File: config.mk
export PLATFORM = sky130hd
export DESIGN_NAME = accum_nbit
export DESIGN_NICKNAME = d
export VERILOG_FILES = /design/src/rtl/accum_pkg.sv /design/src/rtl/adder_nbit.sv /design/src/rtl/accum_nbit.sv
export SDC_FILE = /design/constraint.sdc
export NUM_CORES = 1
export LEC_CHECK = 0
export ABC_AREA = 1
export BUFFER_PORTS_ARGS = -buffer_cell sky130_fd_sc_hd__buf_2
export CORE_MARGIN = 5
export CORE_UTILIZATION = 45
export CTS_CLUSTER_DIAMETER = 150
export DETAILED_ROUTE_END_ITERATION = 7
export GPL_TIMING_DRIVEN = 0
export PLACE_DENSITY = 0.68
export SLEW_MARGIN = 20
export SYNTH_ARGS = -nofsm -noshare
export SYNTH_HDL_FRONTEND = slang
export SYNTH_SLANG_ARGS = --single-unit
File: constraint.sdc
create_clock -name clk -period 2.4 [get_ports clk]
set_input_delay 0.48 -clock clk [delete_from_list [all_inputs] [get_ports clk]]
set_output_delay 0.48 -clock clk [all_outputs]
set_load 0.02 [all_outputs]
File: src/rtl/accum_pkg.sv
// Shared types and default sizing for the accum_nbit sample accumulator.
package accum_pkg;

  typedef enum logic {
    ACCUM = 1'b0,
    DONE  = 1'b1
  } accum_state_t;

  localparam int DEF_BIT_WIDTH   = 8;
  localparam int DEF_NUM_SAMPLES = 4;

endpackage

File: src/rtl/adder_nbit.sv
// Plain N-bit ripple adder; overflow is the carry out of the MSB.
module adder_nbit #(
  parameter int BIT_WIDTH = 8
) (
  input  logic [BIT_WIDTH-1:0] a,
  input  logic [BIT_WIDTH-1:0] b,
  input  logic                 carry_in,
  output logic [BIT_WIDTH-1:0] sum,
  output logic                 overflow
);

  assign {overflow, sum} = {1'b0, a} + {1'b0, b} + {{BIT_WIDTH{1'b0}}, carry_in};

endmodule

File: src/rtl/accum_nbit.sv
// Accumulates NUM_SAMPLES unsigned samples per result with valid/ready handshakes.
// Define ACCUM_SAT_EN to saturate the accumulator on carry instead of wrapping.
module accum_nbit
  import accum_pkg::*;
#(
  parameter int BIT_WIDTH   = DEF_BIT_WIDTH,
  parameter int NUM_SAMPLES = DEF_NUM_SAMPLES
) (
  input  logic                 clk,
  input  logic                 n_rst,
  input  logic                 clear,
  input  logic                 in_valid,
  input  logic [BIT_WIDTH-1:0] in_data,
  output logic                 in_ready,
  output logic                 out_valid,
  input  logic                 out_ready,
  output logic [BIT_WIDTH-1:0] acc_out,
  output logic                 overflow
);

  localparam int              CW   = $clog2(NUM_SAMPLES + 1);
  localparam logic [CW-1:0]   LAST = CW'(NUM_SAMPLES - 1);

  accum_state_t         r_state, w_state_nxt;
  logic [BIT_WIDTH-1:0] r_acc;
  logic [CW-1:0]        r_count;
  logic                 r_ovf;

  logic [BIT_WIDTH-1:0] w_sum;
  logic [BIT_WIDTH-1:0] w_acc_nxt;
  logic                 w_carry;
  logic                 w_accept;
  logic                 w_consume;

  adder_nbit #(.BIT_WIDTH(BIT_WIDTH)) u_add (
    .a        (r_acc),
    .b        (in_data),
    .carry_in (1'b0),
    .sum      (w_sum),
    .overflow (w_carry)
  );

`ifdef ACCUM_SAT_EN
  // Once all ones, any nonzero sample carries again, so saturation sticks.
  assign w_acc_nxt = w_carry ? {BIT_WIDTH{1'b1}} : w_sum;
`else
  assign w_acc_nxt = w_sum;
`endif

  assign in_ready  = (r_state == ACCUM);
  assign out_valid = (r_state == DONE);
  assign acc_out   = r_acc;
  assign overflow  = r_ovf;

  assign w_accept  = in_valid && in_ready;
  assign w_consume = out_valid && out_ready;

  always_ff @(posedge clk or negedge n_rst) begin
    if (!n_rst) r_state <= ACCUM;
    else        r_state <= w_state_nxt;
  end

  always_comb begin
    w_state_nxt = r_state;
    if (clear) begin
      w_state_nxt = ACCUM;
    end else begin
      case (r_state)
        ACCUM:   if (w_accept && (r_count == LAST)) w_state_nxt = DONE;
        DONE:    if (out_ready) w_state_nxt = ACCUM;
        default: w_state_nxt = ACCUM;
      endcase
    end
  end

  // Clear outranks both accept and consume; consume and accept never coincide.
  always_ff @(posedge clk or negedge n_rst) begin
    if (!n_rst) begin
      r_acc   <= '0;
      r_count <= '0;
      r_ovf   <= 1'b0;
    end else if (clear || w_consume) begin
      r_acc   <= '0;
      r_count <= '0;
      r_ovf   <= 1'b0;
    end else if (w_accept) begin
      r_acc   <= w_acc_nxt;
      r_count <= r_count + CW'(1);
      r_ovf   <= r_ovf | w_carry;
    end
  end

endmodule

==> metrics.txt <==
status=completed; Seq/Total Area, Yosys=36.2%; GRT met1 Usage=18.5%; worst min path class=input port to async pin; post-layout util=55.3%; Clock Sinks=13; CP Max Fanout=3; Slew headroom=79.8%; post-placement cell area=1050 sq um; GR Layer Usage met2=23.0%; area grow syn2layout=19.5%; Die X=54.7 um; Ant. Diodes=0; H-tree depth=1; post-cts sizing count=0; vias post-DR=816; #FFs+latches synth=13; final max-slew violation count=0; fin cells=171; CTS buffer count=3; RSZ-0062 raised after global routing=no; Max-Cap Viols=0; worst slew pin tran=0.303 ns; layout cells sized above 1=22.2%; IO Count=24; CTS max path bufs=2; Post-Syn Area per Cell=7.69 sq um; Worst Path Arrival=1.80 ns; DR WL/cell=10.5 um; Initial Util=46.3%; Tot Pwr=595 uW; final instance area=1070 sq um; clock latency on the worst-skew pair=0.27 ns; WS Path Type=flip-flop to flip-flop; Detail Placement HPWL=1.42 mm; fmax=614 MHz; GRT Total Usage=14.5%; Power Density=553 nW/um^2; flop-to-flop setup slack=0.77 ns; Critical Path RT=2.57 ns; most common cell after layout, fill and taps aside=nand2_1; largest net degree at the start of global routing=14; Die Area=2990 sq um; GPL Wtd Cong=0.817; Setup crit end kind=flip-flop; buffers added on ports=23; CTS tree=built; GRT met3 Usage=2.72%; Placed Cells=167; antenna violations before repair=0; GRT overflow=0; row cnt=16; hold slack=0.0786 ns; Synth Warn #=0; Clock Tree Root=clkbuf_4; Post-Route WL=1.80 mm; grt peak-use layer=met2; Peak VDD IR=345 uV; vias in the first global route=774; crit share post-route=67.8%; Nets=169; worst reg2reg endpoint=acc_out[6]; post-CTS setup buffers=0; Final Skew=0.00352 ns; Reg-to-Reg Start=acc_out[0]; core area=1940 sq um; post-DR vias/cell=4.77; Yosys cell types=20; initial DRC count=10; Fin. Hold Viols=0; Critical Path Source Type=flip-flop; Leakage=0.641 nW; most frequent cells in the layout=41 x nand2_1, 23 x buf_2, 15 x inv_1; # DRC=0; post-synthesis cell area=900 sq um; Reg2Reg Depth=8; drt pass-1 iters=4; setup TNS=0 ns; # setup viols final=0; first-pass GRT wire length=3.06 mm; Mapped Nets=141; clock transition at the registers of the reported paths=0.08 ns; synthesized instance count=117; Final WS setup=0.772 ns; pre-CTS setup slack=0.566 ns; Die H=54.7 um; cts-stage hold buffer count=0; min cycle time layout=1.63 ns; Final ANT Viol Nets=0
[state kept, by name (all words and copies together), names as in the netlist]
name,flops
overflow,1
acc_out,8
out_valid,1
r_count,3
[critical path, cell delays in order (launching register included)]
cell,delay (ns)
dfrtp_1,0.40
ha_1,0.22
fa_1,0.41
nand3_1,0.10
nand2_1,0.08
nand2_1,0.11
nand3_1,0.07
nand3_1,0.08
nand2_1,0.05
[cell type report]
class / instances / area (sq um)
timing repair buffer: 23 / 115
clock buffer: 4 / 26.3
fill: 194 / 867
multi-input combinational: 87 / 505
inverter: 17 / 68.8
sequential: 13 / 325
tap: 27 / 33.8
[synthesized netlist by cell type (all sizes together)]
| cell type | number | area [sq um] |
|---|---|---|
| a211oi | 1 | 7.51 |
| a21oi | 8 | 40.0 |
| a22o | 1 | 8.76 |
| and2 | 1 | 6.26 |
| clkinv | 2 | 12.5 |
| dfrtp | 13 | 325 |
| fa | 1 | 20.0 |
| ha | 10 | 125 |
| inv | 15 | 56.3 |
| nand2 | 43 | 171 |
| nand3 | 11 | 55.1 |
| nor2 | 6 | 37.5 |
| o21ai | 3 | 18.8 |
| or2 | 1 | 6.26 |
| xnor2 | 1 | 8.76 |
[where the power goes]
part | internal, mW | switching [mW] | total (mW)
logic | 0.0786 | 0.123 | 0.202
registers | 0.240 | 0.0165 | 0.256
clock network | 0.0644 | 0.0726 | 0.137
[per-layer routing]
layer,part of all wire [%],up-vias
met5,0,-
met2,45,19
met4,1.5,0
met1,48,363
li1,-,430
met3,5.6,4
[worst max-delay path by stage]
stage / start / to
6_report: acc_out[0] / acc_out[6]
5_1_grt: acc_out[0] / acc_out[6]
4_1_cts: acc_out[0] / acc_out[6]
3_5_place_dp: in_data[0] / acc_out[6]
3_3_place_gp: in_data[0] / acc_out[6]
2_1_floorplan: in_data[0] / acc_out[6]
[cell families after synthesis]
| group | count (synthesis) | share of synthesized area, % |
|---|---|---|
| adders and majority gates | 11 | 16.1 |
| DFF | 13 | 36.2 |
| buffers and inverters | 17 | 7.65 |
| and+or+nand+nor | 62 | 30.7 |
| xor gates and xnor gates | 1 | 0.974 |
| AOI/OAI and AO/OA | 13 | 8.35 |
(Power assumes the default switching activity.)
